<file path="src/rtl/mem_req_arbiter_pkg.sv">
// Shared definitions for the memory request arbiter slice.
//   MEM_* op codes and lengths as seen by the load/store unit and the
//   memory controller, arbiter FSM state codes and owner encoding.
package mem_defs;

   localparam logic [1:0] MEM_NOP  = 2'd0;
   localparam logic [1:0] MEM_LOAD = 2'd1;
   localparam logic [1:0] MEM_SAVE = 2'd2;

   localparam logic [1:0] MEM_BYTE = 2'd0;
   localparam logic [1:0] MEM_HALF = 2'd1;
   localparam logic [1:0] MEM_WORD = 2'd2;

   localparam logic SRC_IF  = 1'b0;
   localparam logic SRC_MEM = 1'b1;

   typedef enum logic [1:0] {
      ARB_IDLE  = 2'd0,
      ARB_ISSUE = 2'd1,
      ARB_WAIT  = 2'd2,
      ARB_RESP  = 2'd3
   } arb_state_t;

endpackage

</file>
<file path="src/rtl/mem_req_arbiter_if.sv">
// Bundle of every handshake/bus signal around the arbiter.
//   Pipeline side : take_jmp, IF_req/IF_addr/IF_rdy/IF_out,
//                   MEM_op/MEM_len/MEM_addr/MEM_data/MEM_rdy/MEM_out
//   Controller side: ctl_valid/ctl_op/ctl_len/ctl_addr/ctl_data,
//                   ctl_ack/ctl_done/ctl_rdata
// slave  : the arbiter's view.
// master : the surrounding pipeline + memory controller view.
interface mem_req_arbiter_if;

   logic        take_jmp;
   logic        IF_req;
   logic [31:0] IF_addr;
   logic        IF_rdy;
   logic [31:0] IF_out;
   logic [1:0]  MEM_op;
   logic [1:0]  MEM_len;
   logic [31:0] MEM_addr;
   logic [31:0] MEM_data;
   logic        MEM_rdy;
   logic [31:0] MEM_out;
   logic        ctl_valid;
   logic [1:0]  ctl_op;
   logic [1:0]  ctl_len;
   logic [31:0] ctl_addr;
   logic [31:0] ctl_data;
   logic        ctl_ack;
   logic        ctl_done;
   logic [31:0] ctl_rdata;

   modport slave (
      input  take_jmp, IF_req, IF_addr, MEM_op, MEM_len, MEM_addr, MEM_data,
             ctl_ack, ctl_done, ctl_rdata,
      output IF_rdy, IF_out, MEM_rdy, MEM_out,
             ctl_valid, ctl_op, ctl_len, ctl_addr, ctl_data
   );

   modport master (
      output take_jmp, IF_req, IF_addr, MEM_op, MEM_len, MEM_addr, MEM_data,
             ctl_ack, ctl_done, ctl_rdata,
      input  IF_rdy, IF_out, MEM_rdy, MEM_out,
             ctl_valid, ctl_op, ctl_len, ctl_addr, ctl_data
   );

endinterface

</file>
<file path="src/rtl/mem_req_arbiter_pick.sv">
// mem_arb_pick: combinational winner select for the arbiter's IDLE state.
//   if_req     in  IF has a live fetch request (already masked by flush)
//   mem_req    in  load/store unit has a non-NOP op
//   starve_cnt in  consecutive MEM wins while IF waited (MEM_ARB_STARVE_EN only)
//   grant      out someone is to be issued
//   grant_src  out winner, SRC_IF or SRC_MEM
// Build option MEM_ARB_STARVE_EN: IF wins once starve_cnt reaches
// STARVE_LIMIT; otherwise MEM always has priority.
module mem_arb_pick
   import mem_defs::*;
`ifdef MEM_ARB_STARVE_EN
#(
   parameter int STARVE_LIMIT = 4
)
`endif
(
   input  logic       if_req,
   input  logic       mem_req,
`ifdef MEM_ARB_STARVE_EN
   input  logic [3:0] starve_cnt,
`endif
   output logic       grant,
   output logic       grant_src
);

   always_comb begin
      grant     = if_req | mem_req;
      grant_src = SRC_MEM;
      if (!mem_req) begin
         grant_src = SRC_IF;
      end
`ifdef MEM_ARB_STARVE_EN
      else if (if_req && (starve_cnt == 4'(STARVE_LIMIT))) begin
         grant_src = SRC_IF;
      end
`endif
   end

endmodule

</file>
<file path="src/rtl/mem_req_arbiter.sv">
// mem_req_arbiter: shares the byte-serial memory controller between
// instruction fetch (IF) and the load/store unit (MEM). One outstanding
// request; IDLE -> ISSUE -> WAIT -> RESP -> IDLE.
//   clk_in  in  system clock
//   rst_in  in  asynchronous active-high reset (also resets the controller)
//   rdy_in  in  global ready; low freezes every register
//   bus     slave modport of mem_req_arbiter_if (pipeline + controller)
// Build option MEM_ARB_STARVE_EN enables the IF starvation counter;
// without it MEM has strict priority and STARVE_LIMIT only gets range-checked.
module mem_req_arbiter
   import mem_defs::*;
#(
   parameter int STARVE_LIMIT = 4
) (
   input  logic             clk_in,
   input  logic             rst_in,
   input  logic             rdy_in,
   mem_req_arbiter_if.slave bus
);

   if ((STARVE_LIMIT < 1) || (STARVE_LIMIT > 15)) begin : g_bad_limit
      $error("mem_req_arbiter: STARVE_LIMIT must be 1..15");
   end

   arb_state_t  state_q, state_d;
   logic        src_q, src_d;
   logic        drop_q, drop_d;
   logic        skip_q, skip_d;
   logic        ctl_valid_q, ctl_valid_d;
   logic [1:0]  ctl_op_q, ctl_op_d;
   logic [1:0]  ctl_len_q, ctl_len_d;
   logic [31:0] ctl_addr_q, ctl_addr_d;
   logic [31:0] ctl_data_q, ctl_data_d;
   logic        if_rdy_q, if_rdy_d;
   logic [31:0] if_out_q, if_out_d;
   logic        mem_rdy_q, mem_rdy_d;
   logic [31:0] mem_out_q, mem_out_d;
   logic        done_now;
   logic        if_live, mem_live;
   logic        grant, grant_src;
`ifdef MEM_ARB_STARVE_EN
   logic [3:0]  starve_q, starve_d;
`endif

   // A flushed fetch is treated as if IF had never asked.
   assign if_live  = bus.IF_req & ~bus.take_jmp;
   assign mem_live = (bus.MEM_op != MEM_NOP);

`ifdef MEM_ARB_STARVE_EN
   mem_arb_pick #(.STARVE_LIMIT(STARVE_LIMIT)) u_pick (
      .if_req     (if_live),
      .mem_req    (mem_live),
      .starve_cnt (starve_q),
      .grant      (grant),
      .grant_src  (grant_src)
   );
`else
   mem_arb_pick u_pick (
      .if_req    (if_live),
      .mem_req   (mem_live),
      .grant     (grant),
      .grant_src (grant_src)
   );
`endif

   always_comb begin
      state_d     = state_q;
      src_d       = src_q;
      drop_d      = drop_q;
      skip_d      = skip_q;
      ctl_valid_d = ctl_valid_q;
      ctl_op_d    = ctl_op_q;
      ctl_len_d   = ctl_len_q;
      ctl_addr_d  = ctl_addr_q;
      ctl_data_d  = ctl_data_q;
      if_rdy_d    = 1'b0;
      if_out_d    = if_out_q;
      mem_rdy_d   = 1'b0;
      mem_out_d   = mem_out_q;
      done_now    = 1'b0;
`ifdef MEM_ARB_STARVE_EN
      starve_d    = starve_q;
`endif

      case (state_q)
         ARB_IDLE: begin
            drop_d = 1'b0;
            skip_d = 1'b0;
            // skip_q marks the cycle right after a MEM completion: the LSU may
            // still be holding the op it just got MEM_rdy for, so nobody is
            // granted this cycle (IF must not slip in on that gap either).
            if (grant && !skip_q) begin
               state_d     = ARB_ISSUE;
               src_d       = grant_src;
               ctl_valid_d = 1'b1;
               if (grant_src == SRC_IF) begin
                  ctl_op_d   = MEM_LOAD;
                  ctl_len_d  = MEM_WORD;
                  ctl_addr_d = bus.IF_addr;
                  ctl_data_d = '0;
`ifdef MEM_ARB_STARVE_EN
                  starve_d   = '0;
`endif
               end else begin
                  ctl_op_d   = bus.MEM_op;
                  ctl_len_d  = bus.MEM_len;
                  ctl_addr_d = bus.MEM_addr;
                  ctl_data_d = bus.MEM_data;
`ifdef MEM_ARB_STARVE_EN
                  if (if_live && (starve_q != 4'(STARVE_LIMIT))) begin
                     starve_d = starve_q + 4'd1;
                  end
`endif
               end
            end
         end
         ARB_ISSUE: begin
            if ((src_q == SRC_IF) && bus.take_jmp && !bus.ctl_ack) begin
               // Fetch cancelled before the controller took it.
               ctl_valid_d = 1'b0;
               state_d     = ARB_IDLE;
            end else if (bus.ctl_ack) begin
               ctl_valid_d = 1'b0;
               state_d     = ARB_WAIT;
               done_now    = bus.ctl_done;
            end
         end
         ARB_WAIT: begin
            done_now = bus.ctl_done;
         end
         ARB_RESP: begin
            state_d = ARB_IDLE;
            skip_d  = (src_q == SRC_MEM);
         end
         default: begin
            state_d = ARB_IDLE;
         end
      endcase

      // An accepted fetch cannot be recalled; only its result is discarded.
      if ((src_q == SRC_IF) && bus.take_jmp &&
          ((state_q == ARB_WAIT) || (state_q == ARB_RESP) ||
           ((state_q == ARB_ISSUE) && bus.ctl_ack))) begin
         drop_d = 1'b1;
      end

      if (done_now) begin
         state_d = ARB_RESP;
         if (src_q == SRC_MEM) begin
            mem_rdy_d = 1'b1;
            mem_out_d = bus.ctl_rdata;
         end else if (!drop_d) begin
            if_rdy_d = 1'b1;
            if_out_d = bus.ctl_rdata;
         end
      end
   end

   always_ff @(posedge clk_in or posedge rst_in) begin
      if (rst_in) begin
         state_q     <= ARB_IDLE;
         src_q       <= SRC_IF;
         drop_q      <= 1'b0;
         skip_q      <= 1'b0;
         ctl_valid_q <= 1'b0;
         ctl_op_q    <= '0;
         ctl_len_q   <= '0;
         ctl_addr_q  <= '0;
         ctl_data_q  <= '0;
         if_rdy_q    <= 1'b0;
         if_out_q    <= '0;
         mem_rdy_q   <= 1'b0;
         mem_out_q   <= '0;
`ifdef MEM_ARB_STARVE_EN
         starve_q    <= '0;
`endif
      end else if (rdy_in) begin
         state_q     <= state_d;
         src_q       <= src_d;
         drop_q      <= drop_d;
         skip_q      <= skip_d;
         ctl_valid_q <= ctl_valid_d;
         ctl_op_q    <= ctl_op_d;
         ctl_len_q   <= ctl_len_d;
         ctl_addr_q  <= ctl_addr_d;
         ctl_data_q  <= ctl_data_d;
         if_rdy_q    <= if_rdy_d;
         if_out_q    <= if_out_d;
         mem_rdy_q   <= mem_rdy_d;
         mem_out_q   <= mem_out_d;
`ifdef MEM_ARB_STARVE_EN
         starve_q    <= starve_d;
`endif
      end
   end

   assign bus.ctl_valid = ctl_valid_q;
   assign bus.ctl_op    = ctl_op_q;
   assign bus.ctl_len   = ctl_len_q;
   assign bus.ctl_addr  = ctl_addr_q;
   assign bus.ctl_data  = ctl_data_q;
   assign bus.IF_rdy    = if_rdy_q;
   assign bus.IF_out    = if_out_q;
   assign bus.MEM_rdy   = mem_rdy_q;
   assign bus.MEM_out   = mem_out_q;

endmodule

</file>
<file path="src/flat_wrapper.sv">
// flat-port wrapper written by rule: the top's interface ports become plain ports
module mem_req_arbiter_flat import mem_defs::*;
#(
   parameter int STARVE_LIMIT = 4
)
  (clk_in, rst_in, rdy_in, bus_take_jmp, bus_IF_req, bus_IF_addr, bus_MEM_op, bus_MEM_len, bus_MEM_addr, bus_MEM_data, bus_ctl_ack, bus_ctl_done, bus_ctl_rdata, bus_IF_rdy, bus_IF_out, bus_MEM_rdy, bus_MEM_out, bus_ctl_valid, bus_ctl_op, bus_ctl_len, bus_ctl_addr, bus_ctl_data);
  mem_req_arbiter_if bus_i ();
  input  logic clk_in;
  input  logic rst_in;
  input  logic rdy_in;
  input wire logic [$bits(bus_i.take_jmp)-1:0] bus_take_jmp;
  input wire logic [$bits(bus_i.IF_req)-1:0] bus_IF_req;
  input wire logic [$bits(bus_i.IF_addr)-1:0] bus_IF_addr;
  input wire logic [$bits(bus_i.MEM_op)-1:0] bus_MEM_op;
  input wire logic [$bits(bus_i.MEM_len)-1:0] bus_MEM_len;
  input wire logic [$bits(bus_i.MEM_addr)-1:0] bus_MEM_addr;
  input wire logic [$bits(bus_i.MEM_data)-1:0] bus_MEM_data;
  input wire logic [$bits(bus_i.ctl_ack)-1:0] bus_ctl_ack;
  input wire logic [$bits(bus_i.ctl_done)-1:0] bus_ctl_done;
  input wire logic [$bits(bus_i.ctl_rdata)-1:0] bus_ctl_rdata;
  output wire logic [$bits(bus_i.IF_rdy)-1:0] bus_IF_rdy;
  output wire logic [$bits(bus_i.IF_out)-1:0] bus_IF_out;
  output wire logic [$bits(bus_i.MEM_rdy)-1:0] bus_MEM_rdy;
  output wire logic [$bits(bus_i.MEM_out)-1:0] bus_MEM_out;
  output wire logic [$bits(bus_i.ctl_valid)-1:0] bus_ctl_valid;
  output wire logic [$bits(bus_i.ctl_op)-1:0] bus_ctl_op;
  output wire logic [$bits(bus_i.ctl_len)-1:0] bus_ctl_len;
  output wire logic [$bits(bus_i.ctl_addr)-1:0] bus_ctl_addr;
  output wire logic [$bits(bus_i.ctl_data)-1:0] bus_ctl_data;
  assign bus_i.take_jmp = bus_take_jmp;
  assign bus_i.IF_req = bus_IF_req;
  assign bus_i.IF_addr = bus_IF_addr;
  assign bus_i.MEM_op = bus_MEM_op;
  assign bus_i.MEM_len = bus_MEM_len;
  assign bus_i.MEM_addr = bus_MEM_addr;
  assign bus_i.MEM_data = bus_MEM_data;
  assign bus_i.ctl_ack = bus_ctl_ack;
  assign bus_i.ctl_done = bus_ctl_done;
  assign bus_i.ctl_rdata = bus_ctl_rdata;
  assign bus_IF_rdy = bus_i.IF_rdy;
  assign bus_IF_out = bus_i.IF_out;
  assign bus_MEM_rdy = bus_i.MEM_rdy;
  assign bus_MEM_out = bus_i.MEM_out;
  assign bus_ctl_valid = bus_i.ctl_valid;
  assign bus_ctl_op = bus_i.ctl_op;
  assign bus_ctl_len = bus_i.ctl_len;
  assign bus_ctl_addr = bus_i.ctl_addr;
  assign bus_ctl_data = bus_i.ctl_data;
  mem_req_arbiter #(.STARVE_LIMIT(STARVE_LIMIT)) u_core (.clk_in(clk_in), .rst_in(rst_in), .rdy_in(rdy_in), .bus(bus_i));
endmodule
</file>
<file path="config.mk">
export PLATFORM = sky130hd
export DESIGN_NAME = mem_req_arbiter_flat
export DESIGN_NICKNAME = d
export VERILOG_FILES = /design/src/rtl/mem_req_arbiter_pkg.sv /design/src/rtl/mem_req_arbiter_if.sv /design/src/rtl/mem_req_arbiter_pick.sv /design/src/rtl/mem_req_arbiter.sv /design/src/flat_wrapper.sv
export SDC_FILE = /design/constraint.sdc
export NUM_CORES = 1
export LEC_CHECK = 0
export CORE_ASPECT_RATIO = 1.75
export CORE_MARGIN = 8
export CORE_UTILIZATION = 43
export CTS_BUF_LIST = sky130_fd_sc_hd__clkbuf_4 sky130_fd_sc_hd__clkbuf_8
export CTS_CLUSTER_DIAMETER = 40
export CTS_CLUSTER_SIZE = 28
export DETAILED_ROUTE_END_ITERATION = 8
export GPL_ROUTABILITY_DRIVEN = 0
export PLACE_DENSITY = 0.83
export SLEW_MARGIN = 0
export SYNTH_ARGS = -nofsm -noshare
export SYNTH_HDL_FRONTEND = slang
export SYNTH_SLANG_ARGS = --single-unit
</file>
<file path="constraint.sdc">
create_clock -name clk_in -period 5.2 [get_ports clk_in]
set_input_delay 0.52 -clock clk_in [delete_from_list [all_inputs] [get_ports clk_in]]
set_output_delay 0.52 -clock clk_in [all_outputs]
set_load 0.01 [all_outputs]
</file>
Word-level counts from Yosys, hierarchy flattened
Cells that the tools add are included.
Operators by class
  eq/ne operators: 7
  multiplexer cells: 25
  bitwise operators: 5
  reductions and logical operators: 20
Operator list (number)
  $mux W32: 2
  $mux W1: 13
  $mux W2: 6
  $reduce_and A4 Y1: 3
  $pmux W1 S2: 3
  $pmux W2 S3: 1
  $reduce_and A3 Y1: 2
  $reduce_bool A2 Y1: 3
  $logic_and A1 B1 Y1: 5
  $eq A2 B2 Y1 const B: 2
  $ne A4 B2 Y1 const B: 1
  $reduce_bool A4 Y1: 1
  $ne A3 B1 Y1 const B: 1
  $ne A3 B2 Y1 const B: 1
  $not A1 Y1: 3
  $eq A2 B1 Y1 const B: 1
  $logic_not A1 Y1: 2
  $logic_not A2 Y1: 1
  $logic_or A1 B1 Y1: 2
  $ne A2 B1 Y1 const B: 1
  $reduce_and A2 Y1: 1
  $and A1 B1 Y1: 1
  $or A1 B1 Y1: 1
Word-level totals
  bits in registers: 140
  input bits: 139
  output and inout port bits: 135
  word-level logic and storage cells: 70

Depth between registers and ports, before layout
  depth after elaboration: 8
  gate-level depth with buffers: 9
  gate-level depth less buffers: 6

Cells and area by module
A second synthesis with hierarchy kept.
Unflattened totals
  cells, all modules: 488
  area, all modules: 5899.4 µm²
By module, submodules not included
  mem_req_arbiter: times used 1, cells an instance 486, area an instance 5885.6 µm², seq. area each 3503.4 µm²
  mem_arb_pick: times used 1, cells an instance 2, area an instance 13.8 µm², seq. area each 0.0 µm²

Least setup slack after synthesis
OpenSTA, ideal clock, no wires.
  kind: reg2reg
  from: reg u_core.state_q[1]
  to: reg u_core.if_out_q[0] (netlist: u_core.bus.IF_out[0])
  library setup time: 125 ps
  arrival time: 1806 ps
  setup slack: 3269 ps
  cell stages (with the launch flop): 8
  path buffers: 1
  period minus slack after synthesis: 1931 ps
  path through: dfrtp_1 inv_1 ha_1 a211o_1 a221oi_2 nand2_2 buf_6 mux2_4
Between the ends
  longest elaborated chain between the ends: 7
  elaborated cells on any way between the ends: 13
  those cells by class: 3 x eq/ne; 3 x mux; 1 x bitwise; 6 x reduce/logical
Ends and longest elaborated chain
  start, declared: RTL line mem_req_arbiter.sv:25  | arb_state_t state_q, state_d;
  start signal, assigned: RTL line mem_req_arbiter.sv:178  | state_q <= state_d;
  $eq A2 B2 Y1 (tied with other cells): RTL line mem_req_arbiter.sv:85, mem_req_arbiter.sv:142
  $logic_or A1 B1 Y1 or $logic_and A1 B1 Y1 (tied branches): RTL line mem_req_arbiter.sv:142, mem_req_arbiter.sv:143
  $logic_or A1 B1 Y1: RTL line mem_req_arbiter.sv:142  | ((state_q == ARB_WAIT) || (state_q == ARB_RESP) ||
  $logic_and A1 B1 Y1: RTL line mem_req_arbiter.sv:141  | if ((src_q == SRC_IF) && bus.take_jmp &&
  $mux W1: RTL line mem_req_arbiter.sv:141
  $not A1 Y1 (no source line)
  $reduce_and A4 Y1 (no source line) *
  end signal, assigned: RTL line mem_req_arbiter.sv:188  | if_out_q <= if_out_d;
  end, declared: RTL line mem_req_arbiter.sv:35  | logic [31:0] if_out_q, if_out_d;
Every way passes the cells marked *; elsewhere a longest branch is shown, timed or not.
A chain may end at the register's enable or synchronous reset.

Worst setup path after layout
  from: reg u_core.state_q[1]
  to: reg u_core.if_out_q[8] (netlist: u_core.bus.IF_out[8])
The elaborated chain is that of the path after synthesis.

==> metrics.yaml <==
status: "complete, no violations"
drt-initial-drc-count: 113
num_vias: 4625
area_delta_synth_final_pct: 54.5
ys_seq_area_frac: 0.594
cp-end-kind: "flip-flop"
worst_slew_pin_slew_ns: 1.21
dieArea_sq_um: 17900
dpl.hpwl_mm: 13.4
start_kind: "flip-flop"
power_frac_seq: 0.377
io_buffers: 273
fin_worst_skew_ns: 0.0161
die_h_um: 171
hold-worst-slack_ns: 0.482
grt_pass1_vias: 5257
p_leak_nw: 4.14
synth_top_area_frac: 0.594
synth_cells: 486
ys_top_cells_by_area: "dfrtp_1 (59%), mux2_4 (7.4%), mux2_2 (6.9%), nand2_1 (6.7%), o21ai_0 (6.0%)"
drive_gt1_frac: 0.140
setup_viol_count_final: 0
holdBufCountCts: 0
synth_ff_type: "dfrtp_1"
drv_slew: 0
grt_antenna_before_repair: 0
ios: 274
p_int_mw: 3.35
synth_edf_count: 0
dp.cells: 908
timing.fmax_mhz: 363
finalHoldViolCount: 0
cts_setup_buffers: 0
switching_share: 0.330
arrival_ns: 3.06
htreeDepth: 4
synth_most_common_cell: "dfrtp_1"
numCtsBuffers: 17
die-width_um: 105
netSwitchingPower_mw: 1.65
crit_type: "reg -> reg"
fin_nets: 897
clkLatencyLatePin_ns: 0.43
min_period_ns: 2.76
ir_drop_mv: 0.276
drc: 0
cts-root-buf: "clkbuf_8"
cts_tree: "done"
min_path_type: "reg -> reg"
grt_max_degree: 138
clkPwrFrac: 0.176
grt_use_total: 0.193
crit_fanout: 33
cp.required_ns: 5.50
relSlewSlack: 0.194
num_rows: 56
pwr_density_cell_nw_per_um2: 549
core_sq_um: 13400
ant_nets: 0
pwr-share-comb: 0.447
detail_route.wl_per_cell_um: 18.3
grt_overflow: 0
yosys.area.top_type: "dfrtp_1"
start_util: 0.441
antenna_cells: 0
ys_types: 27
avgSynthCellArea_sq_um: 12.1
clock-sinks: 140
finalCritPeriodShare: 0.530
yosysWarnings: 0
grt_pass1_wl_mm: 27.3
synth_area_sq_um: 5900
synth-seq-cells: 140
stdcell_count: 940
clk_path_buf_depth: 2
ys_top_cells_by_count: "dfrtp_1 (140), nand2_1 (105), o21ai_0 (71)"
power_mw: 5.00
routed_wl_mm: 17.2
fin_util: 0.681
clkTransAtPathRegs_ns: 0.08
cts_resized: 0
drt_pass1_iterations: 4
rsz0062_at_grt: "false"
synth_fp_nets: 630
maxCapViolations: 0
fin_tns_setup_ns: 0
viasPerCell: 4.92
synthArstFlopShare: 1.00
==> flip-flops by register name, indices dropped and copies added, names as in the netlist <==
register	flops
u_core.bus.ctl_valid	1
u_core.drop_q	1
u_core.bus.ctl_len	2
u_core.bus.IF_out	32
u_core.bus.ctl_addr	32
u_core.skip_q	1
u_core.bus.ctl_data	32
u_core.bus.MEM_out	32
u_core.state_q	2
u_core.bus.IF_rdy	1
u_core.bus.MEM_rdy	1
u_core.src_q	1
u_core.bus.ctl_op	2
==> cell type report <==
type | count | area (sq um)
fillers | 984 | 4270
clock inverters | 14 | 159
repair buffers | 276 | 2760
inverters | 8 | 35.0
clock buffers | 18 | 241
flip-flops and latches | 140 | 3500
well taps | 174 | 218
multi-input cells | 310 | 2200
==> power groups by stage <==
stage / registers, mW / logic (mW) / clock network [mW]
2_1_floorplan: 2.09 / 0.727 / 0
3_3_place_gp: 1.87 / 2.19 / 0
3_5_place_dp: 1.91 / 2.27 / 0
4_1_cts: 1.89 / 2.28 / 0.906
5_1_grt: 1.95 / 2.41 / 0.960
6_report: 1.89 / 2.24 / 0.881
==> cells by family (layout without fill, tap and decap cells) <==
| logic type | Yosys count | in the layout | synth area share |
|---|---|---|---|
| and+or+nand+nor | 122 | 122 | 0.0831 |
| AOI/OAI and AO/OA | 83 | 83 | 0.0753 |
| adders and majority gates | 5 | 5 | 0.0106 |
| DFF | 140 | 140 | 0.594 |
| muxes | 100 | 100 | 0.202 |
| buffers and inverters | 36 | 316 | 0.0354 |
==> placed cells by master (no fill, tap or decap), types with 4 or more instances in the layout <==
cell and n:
inv_1 7, nor2b_1 4, clkbuf_8 17, ha_1 5
inv_6 5, nand2_1 105, o21ai_0 71, dfrtp_1 140
nor2_1 6, mux2_4 29, clkinv_4 4, a21oi_1 4
mux2i_1 35, mux2_2 36, clkdlybuf4s50_1 273
==> per-layer routing <==
layer  global-route usage  routed length [um]  share of wire  vias to the layer above
met5                    0                   0              0                        -
met4               0.0823                 466          0.027                        0
met3               0.0919                1700          0.099                       25
met2                0.343                8940           0.52                      205
met1                0.188                6140           0.36                     2218
li1                     -                   -              -                     2177
==> worst max-delay path, stage by stage (launching register included) <==
cell,delay (ns)
dfrtp_1,0.42
inv_1,0.11
ha_1,0.24
a211o_1,0.35
a221oi_2,0.30
nand2_2,0.67
mux2_4,0.54
==> through the flow <==
stage | setup slack (ns) | cell area (sq um)
floorplan | 0.927 | 5900
global placement | 2.12 | 8710
detailed placement | 2.06 | 8710
CTS | 2.42 | 9110
global route | 2.29 | 9110
finish | 2.44 | 9110
==> final timing paths <==
check / depth (start not counted) / end / slack, ns / startpoint
min in group asynchronous: 2 / u_core.bus.MEM_out[9] / 0.61 / rst_in
worst max register to register: 6 / u_core.bus.IF_out[8] / 2.44 / u_core.state_q[1]
worst min-delay path: 2 / u_core.bus.ctl_addr[3] / 0.48 / u_core.bus.ctl_addr[3]
worst min register to register: 2 / u_core.bus.ctl_addr[3] / 0.48 / u_core.bus.ctl_addr[3]
max in group asynchronous: 3 / u_core.bus.ctl_addr[22] / 3.39 / rst_in
worst max-delay path: 6 / u_core.bus.IF_out[8] / 2.44 / u_core.state_q[1]
Power figures use the tool's default switching activity.
